$ cat config.mk
export PLATFORM = sky130hd
export DESIGN_NAME = jtdsp16_sio_rx
export DESIGN_NICKNAME = d
export VERILOG_FILES = /design/src/rtl/jtdsp16_sio_rx.sv
export SDC_FILE = /design/constraint.sdc
export NUM_CORES = 1
export LEC_CHECK = 0
export BUFFER_PORTS_ARGS = -buffer_cell sky130_fd_sc_hd__clkbuf_2
export CAP_MARGIN = 15
export CORE_MARGIN = 2
export CORE_UTILIZATION = 30
export DETAILED_ROUTE_END_ITERATION = 8
export PLACE_DENSITY = 0.53
export SLEW_MARGIN = 10
export SYNTH_ARGS = -nofsm -noshare
export SYNTH_HDL_FRONTEND = slang
export SYNTH_SLANG_ARGS = --single-unit
$ cat constraint.sdc
create_clock -name clk -period 1.5 [get_ports clk]
set_input_delay 0.15 -clock clk [delete_from_list [all_inputs] [get_ports clk]]
set_output_delay 0.15 -clock clk [all_outputs]
set_load 0.02 [all_outputs]
$ cat src/rtl/jtdsp16_sio_rx.sv
// -----------------------------------------------------------------------------
// jtdsp16_sio_rx -- DSP16 SIO serial input receiver
//
// Deserialises the serial input pin di into W-bit words. Bits are clocked by
// the external ick pin, and each word is framed by the ild strobe. Completed
// words are moved into the SDX input buffer, and ibf is raised for the
// CPU/interrupt logic. All state advances only when cen is high.
//
// Ports
//   clk       in   1   system clock
//   rst       in   1   asynchronous active-high reset
//   cen       in   1   clock enable (cen2)
//   di        in   1   serial data pin
//   ick       in   1   serial input clock pin (asynchronous to clk)
//   ild       in   1   word-start strobe, sampled together with di
//   sdx_read  in   1   one-cen pulse: CPU reads the input buffer
//   sdx_dout  out  W   input buffer contents
//   ibf       out  1   input buffer full
//   ovf       out  1   sticky overrun flag
//   ovf_clr   in   1   clears ovf (a simultaneous overrun wins)
//
// Configuration
//   JTDSP16_SIORX_LSB_EN  defined: LSB-first shifting (first bit lands in
//                         sdx_dout[0]); undefined: MSB-first.
// -----------------------------------------------------------------------------
module jtdsp16_sio_rx #(
   parameter int SYNC = 2,
   parameter int W    = 16
)(
   input  logic         clk,
   input  logic         rst,
   input  logic         cen,
   input  logic         di,
   input  logic         ick,
   input  logic         ild,
   input  logic         sdx_read,
   output logic [W-1:0] sdx_dout,
   output logic         ibf,
   output logic         ovf,
   input  logic         ovf_clr
);

   localparam int CW = $clog2(W) + 1;
   localparam logic [CW-1:0] CNT_ZERO = {CW{1'b0}};
   localparam logic [CW-1:0] CNT_ONE  = CW'(1);
   localparam logic [CW-1:0] CNT_FULL = CW'(W);

   typedef enum logic [1:0] {
      ST_IDLE  = 2'd0,
      ST_SHIFT = 2'd1,
      ST_LOAD  = 2'd2
   } state_t;

   logic [SYNC-1:0] ick_sync_q;
   logic [SYNC-1:0] ild_sync_q;
   logic [SYNC-1:0] di_sync_q;
   logic            ick_dly_q;

   state_t          state_q;
   logic [W-1:0]    sr_q;
   logic [CW-1:0]   cnt_q;
   logic [W-1:0]    sdx_dout_q;
   logic            ibf_q;
   logic            ovf_q;

   logic [W-1:0]    sr_shift_d;
   logic [CW-1:0]   cnt_inc_d;
   logic [W-1:0]    sdx_dout_d;
   logic            ibf_d;
   logic            ovf_d;

   logic            ick_s;
   logic            ild_s;
   logic            di_s;
   logic            bit_ev;

   // di and ild travel through the same depth as ick, so they line up with the edge
   assign ick_s    = ick_sync_q[SYNC-1];
   assign ild_s    = ild_sync_q[SYNC-1];
   assign di_s     = di_sync_q[SYNC-1];

   assign sdx_dout = sdx_dout_q;
   assign ibf      = ibf_q;
   assign ovf      = ovf_q;

   // Synchroniser chains for the asynchronous serial pins, plus the ick edge delay
   always_ff @(posedge clk or posedge rst) begin
      if (rst) begin
         ick_sync_q <= {SYNC{1'b0}};
         ild_sync_q <= {SYNC{1'b0}};
         di_sync_q  <= {SYNC{1'b0}};
         ick_dly_q  <= 1'b0;
      end else if (cen) begin
         ick_sync_q <= {ick_sync_q[SYNC-2:0], ick};
         ild_sync_q <= {ild_sync_q[SYNC-2:0], ild};
         di_sync_q  <= {di_sync_q[SYNC-2:0], di};
         ick_dly_q  <= ick_s;
      end
   end

   // Bit-event detection, shift/count next values and buffer/flag next values
   always_comb begin
      bit_ev     = ick_s & ~ick_dly_q;
`ifdef JTDSP16_SIORX_LSB_EN
      sr_shift_d = {di_s, sr_q[W-1:1]};
`else
      sr_shift_d = {sr_q[W-2:0], di_s};
`endif
      cnt_inc_d  = cnt_q + CNT_ONE;
      sdx_dout_d = sdx_dout_q;
      ibf_d      = ibf_q;
      ovf_d      = ovf_q & ~ovf_clr;
      if (state_q == ST_LOAD) begin
         if (!ibf_q) begin
            sdx_dout_d = sr_q;
            ibf_d      = 1'b1;
         end else if (sdx_read) begin
            // The read retires the old word; the new one takes its place, ibf stays set
            sdx_dout_d = sr_q;
         end else begin
            // Buffer still full and unread: drop the new word. The set overrides ovf_clr
            ovf_d      = 1'b1;
         end
      end else if (sdx_read) begin
         ibf_d = 1'b0;
      end else begin
         ibf_d = ibf_q;
      end
   end

   // Word-framing FSM, shift register, and registered buffer/flags
   always_ff @(posedge clk or posedge rst) begin
      if (rst) begin
         state_q    <= ST_IDLE;
         sr_q       <= {W{1'b0}};
         cnt_q      <= CNT_ZERO;
         sdx_dout_q <= {W{1'b0}};
         ibf_q      <= 1'b0;
         ovf_q      <= 1'b0;
      end else if (cen) begin
         sdx_dout_q <= sdx_dout_d;
         ibf_q      <= ibf_d;
         ovf_q      <= ovf_d;
         case (state_q)
            // LOAD also accepts a new start bit, so back-to-back words are legal
            ST_IDLE, ST_LOAD: begin
               if (bit_ev && ild_s) begin
                  sr_q    <= sr_shift_d;
                  cnt_q   <= CNT_ONE;
                  state_q <= ST_SHIFT;
               end else begin
                  state_q <= ST_IDLE;
               end
            end
            ST_SHIFT: begin
               if (bit_ev) begin
                  sr_q <= sr_shift_d;
                  if (ild_s) begin
                     // A new strobe mid-word restarts framing. Older bits shift out before the word completes
                     cnt_q <= CNT_ONE;
                  end else begin
                     cnt_q <= cnt_inc_d;
                     if (cnt_inc_d == CNT_FULL) begin
                        state_q <= ST_LOAD;
                     end else begin
                        state_q <= ST_SHIFT;
                     end
                  end
               end else begin
                  state_q <= ST_SHIFT;
               end
            end
            default: begin
               state_q <= ST_IDLE;
            end
         endcase
      end
   end

endmodule

Word level (Yosys, flattened, before mapping)
Index checks and enable logic that the tools add are counted.
- eq/ne operators: 7
- reductions and logical operators: 9
- bitwise operators: 4
- multiplexer cells: 19
- add/subtract/negate cells: 1
- operators by type and width (operator ; number):
    16-bit 2-to-1 mux ; 4
    16-bit case mux with 2 select lines ; 1
    5-bit 2-to-1 mux ; 3
    5-bit case mux with 2 select lines ; 1
    1-bit 2-to-1 mux ; 6
    2-bit 2-to-1 mux ; 3
    2-bit inequality test (second input constant) ; 3
    5-bit by 1-bit adder with 5-bit output (second input constant) ; 1
    5-bit equality test (second input constant) ; 1
    2-bit case mux with 2 select lines ; 1
    2-bit AND reduction ; 2
    4-bit AND reduction ; 1
    2-bit nonzero test ; 2
    3-bit inequality test (second input constant) ; 1
    3-bit AND reduction ; 1
    1-bit bitwise AND ; 2
    2-bit by 1-bit equality test with 1-bit output (second input constant) ; 1
    2-bit equality test (second input constant) ; 1
    2-bit logical NOT ; 1
    1-bit inverter ; 2
    2-bit OR reduction ; 1
    1-bit logical AND ; 1
- logic and storage cells: 50
- input port bits: 8
- register bits: 48

Logic depth before layout (Yosys ltp)
- depth after elaboration: 6
- mapped depth: 5

Least setup slack after synthesis
Ideal clock, no wire load.
- path type: reg-to-reg
- from: register state_q[0]
- to: register sr_q[0]
- clock period less this slack: 1534 ps
- setup time: 127 ps
- stages on the path, launching flop included: 6
- path slack: -34 ps
- arrival time: 1407 ps
- cells stage by stage: dfrtp_1 > buf_2 > nand2b_1 > a21oi_4 > buf_6 > mux2_1
- word-level cells in the longest chain between the ends: 4
- elaborated cells between the ends (all ways): 9
- RTL lines (item ; RTL line ; source):
    start: declaration ; 59 ; state_t state_q;
    start signal: assignment ; 134 ; state_q <= ST_IDLE;
    start signal: assignment ; 150 ; state_q <= ST_SHIFT;
    start signal: assignment ; 152 ; state_q <= ST_IDLE;
    2-bit equality test / 2-bit logical NOT (equally long branches) ; 144 ; case (state_q)
    2-bit OR reduction ; 144 ;
    2-bit inequality test (no source line) / 2-bit nonzero test (equally long branches) ; n/a ;
    4-bit AND reduction (no source line) ; n/a ;
    end signal: assignment ; 135 ; sr_q <= {W{1'b0}};
    end signal: assignment ; 148 ; sr_q <= sr_shift_d;
    end signal: assignment ; 157 ; sr_q <= sr_shift_d;
    end: declaration ; 60 ; logic [W-1:0] sr_q;
Several ways; a longest one is shown, not always the timed one.
A chain may end at the register's enable or synchronous reset.

Worst setup path in the final report
- from: register state_q[1]
- to: register sr_q[9]
Same word-level chain as after synthesis.

==> implementation parameters <==
Parameter                              Value

Setup path
  Largest delay contributor family on the critical path    flip-flops
  Slowest CP cell    dfrtp_1
  Launch point of the critical path    state_q[1]
  Startpoint of the worst-slack reg-to-reg timing path    state_q[1]
  Worst setup path class    flip-flop to flip-flop
  Category of the worst setup path capture point    flip-flop
  Total buffers and inverters traversed by the critical path    1
  Maximum fanout count along the critical path    16
  Data required time at the worst endpoint    1.69 ns
  Arrival @ worst endpoint    1.60 ns
  Type of origin of the critical path    flip-flop
  Flop-to-flop setup slack    0.09 ns
  Worst-path cell chain    nand2b_4 > a21oi_4 > buf_12 > mux2_2
  Biggest cell delay along the critical path    0.45 ns

Synth
  Number of enable-type register cells in the synthesized netlist    0
  Primary FF master, synth    dfrtp_1
  Area share of the largest cell type after synthesis    a little under 60%
  Share of flip-flops with an asynchronous set or reset    100%
  Synthesized area    2030 sq um
  Nets in the synthesized netlist    153
  Yosys Warn Count    0
  Cell with the most instances after synthesis    dfrtp_1
  Average cell area after synthesis    between 10 and 15 sq um
  Register area share after synthesis    between 50% and 60%
  FF+latch count, synth    48
  Number of distinct standard cells referenced by the synthesized netlist    32
  Top area cells in the synthesized netlist    dfrtp_1 (59%), mux2_1 (11%), mux2_2 (11%), nand3_1 (1.7%), o21ai_0 (1.2%)
  Post-synthesis cell type with the largest combined area    dfrtp_1
  Commonest cells in the netlist    dfrtp_1 (48), mux2_1 (20), mux2_2 (19)
  Count of mapped cells out of synthesis    144

Cells and area
  Area taken by multi-input logic gates    826 sq um
  Number of antenna diodes    0
  Area occupied by registers    ~1200 sq um
  Number of fill cells    598
  Non-Filler Cell Area, Final    2480 sq um
  # nets final    ~190
  Syn-to-layout area delta    21.9%
  Proportion of layout cells with a drive suffix above 1    39.4%

Clock network
  H-tree Lvls    2
  Clock tree from TritonCTS    yes
  Number of CTS-inserted buffers    5
  Clock network latency to the later pin of the worst-skew pair    0.30 ns
  Number of sinks on the clock net    48
  Clock-pin slew on the worst setup and hold paths    approximately 0.090 ns
  Number of buffers on the longest clock path    2
  Root Buffer    clkbuf_8

Timing
  Final count of pins violating max slew    0
  Final worst clock skew    0.00576 ns
  Unrepaired setup endpoints after global routing    no
  Final-layout setup total negative slack    0 ns
  Final count of negative-setup-slack endpoints    0
  Slew of the pin with the lowest slew margin    0.400 ns
  Fin Hold WS    0.0759 ns
  Slew headroom    73.3%
  Final worst path period need    1.41 ns
  Final number of hold-violating endpoints    0
  Maximum operating frequency    about 700 MHz
  Portion of the clock cycle consumed by the worst path in the final layout    94.2%

Global route
  Grt met3 use    3.90%
  Initial antenna violation count    0
  Final global-route overflow total    0
  Busiest layer in global routing    met2
  Global routing usage on met2    between 10% and 20%
  Via count of the first global-routing pass    between 1,000 and 1,500
  Largest net degree at the start of global routing    20
  Wire length of the first global-routing pass    6100 um
  Met1 Resource Use GR    12.2%
  All-Layer GR Usage    10.4%

Routing
  TritonRoute pass-1 iters    4
  Detailed-route wire length per cell    13.7 um
  Total vias in the final route    1,262
  Wire length after detailed routing    3510 um
  # DRC    0
  Vias per std cell    4.91
  Initial drt markers    40
  Number of nets with antenna violations after detailed routing    0

Outcome
  Outcome    finished clean

Floorplan
  Total number of placement rows    29
  Core area    6460 sq um
  Initial Util    a little under a third
  Full die area    7450 sq um
  Die X    86.3 um
  DIE HEIGHT    around 86 um
  Number of top-level pins    26

Placement
  DP HPWL    2560 um
  Number of I/O port buffers    25
  Standard cell area after detailed placement    ~2300 sq um
  Placer Congestion    a little under 0.8

Power and ir drop
  Power density of the placed cells    1320 nW/um^2
  Leakage power    1.23 nW
  Peak VDD IR    0.000731 V

Hold path
  Startpoint of the worst hold path    ick
  Class of the most critical hold timing path    input port to flip-flop

Run
  Max-Cap Viols    0
-- cells in the final DEF, fill, tap and decap left out, types with 2 or more instances in the layout --
cell type  netlist  layout
o311ai_2         0       2
nand3_1          7       7
nor2_1           3       3
nand2_1          5       5
mux2_1          20      20
nand2b_4         0       2
inv_1            3       2
nand3b_1         2       2
o21ai_0          5       5
o211ai_1         2       2
clkbuf_8         0       6
clkbuf_2         0      25
dfrtp_1         48      47
buf_4            0       6
buf_12           0       2
xor2_1           2       2
mux2_2          19      19
a41oi_1          2       2
-- logic make-up after synthesis --
family	Yosys count	share of synthesized area (%)
flops	48	59.1
compound gates	18	6.90
xor+xnor	2	0.862
mux	39	21.6
simple gates	27	8.37
buf+inv	9	2.52
fa+ha+maj	1	0.616
-- where the power goes --
part,switching (mW),internal (mW),total (mW),leakage (nW)
combinational,0.280,0.302,0.582,0.536
clock,0.444,0.545,0.989,0.0614
sequential,0.209,1.50,1.70,0.633
total,0.932,2.34,3.27,1.23
-- metrics by stage --
stage	setup slack (ns)	power, mW	instances	util, %
after CTS	0.0449	3.30	257	38.0
after global placement	0.104	2.25	248	36.0
after floorplan	0.000596	2.11	144	-
after detailed placement	0.0658	2.30	248	36.0
after global routing	0.0211	3.48	257	38.4
final	0.0873	3.27	257	38.4
-- cell type report --
| class | count | share of cell area, % |
|---|---|---|
| repair buffers | 34 | 8.89 |
| inverters | 3 | 0.455 |
| well taps | 77 | 3.89 |
| clock inverters | 2 | 1.57 |
| multi-input cells | 87 | 33.3 |
| flip-flops and latches | 48 | 48.5 |
| clock buffers | 6 | 3.33 |
-- routing by layer --
layer  up-vias  wire length (um)
li1        589                 -
met1       626              1560
met2        39              1690
met3         8               198
met4         0                57
met5         -                 0
-- registers in the layout, summed over array words and instances, names as in the netlist --
name	count
cnt_q	5
ick_sync_q	2
sr_q	16
sdx_dout	16
ibf	1
di_sync_q	2
ild_sync_q	2
ick_dly_q	1
state_q	2
ovf	1
-- worst register-to-register path: stages (launching register included) --
cell and delay, ns:
dfrtp_1 0.45, nand2b_4 0.18, a21oi_4 0.17, buf_12 0.16, mux2_2 0.34
-- worst paths after layout --
check | to | depth (start not counted)
worst max-delay path | sr_q[9] | 4
worst min register to register | sdx_dout[1] | 1
max in group asynchronous | sdx_dout[2] | 4
min in group asynchronous | cnt_q[4] | 3
worst min-delay path | ick_sync_q[0] | 2
worst max register to register | sr_q[9] | 4
-- repair_timing --
action,4_1_cts,5_1_grt
resized for setup,0,3
hold buffers,1,0
setup buffers,0,0
hold endpoints to repair,17,0
setup endpoints to repair,0,5
No activity file was read; power rests on OpenSTA's default activity.
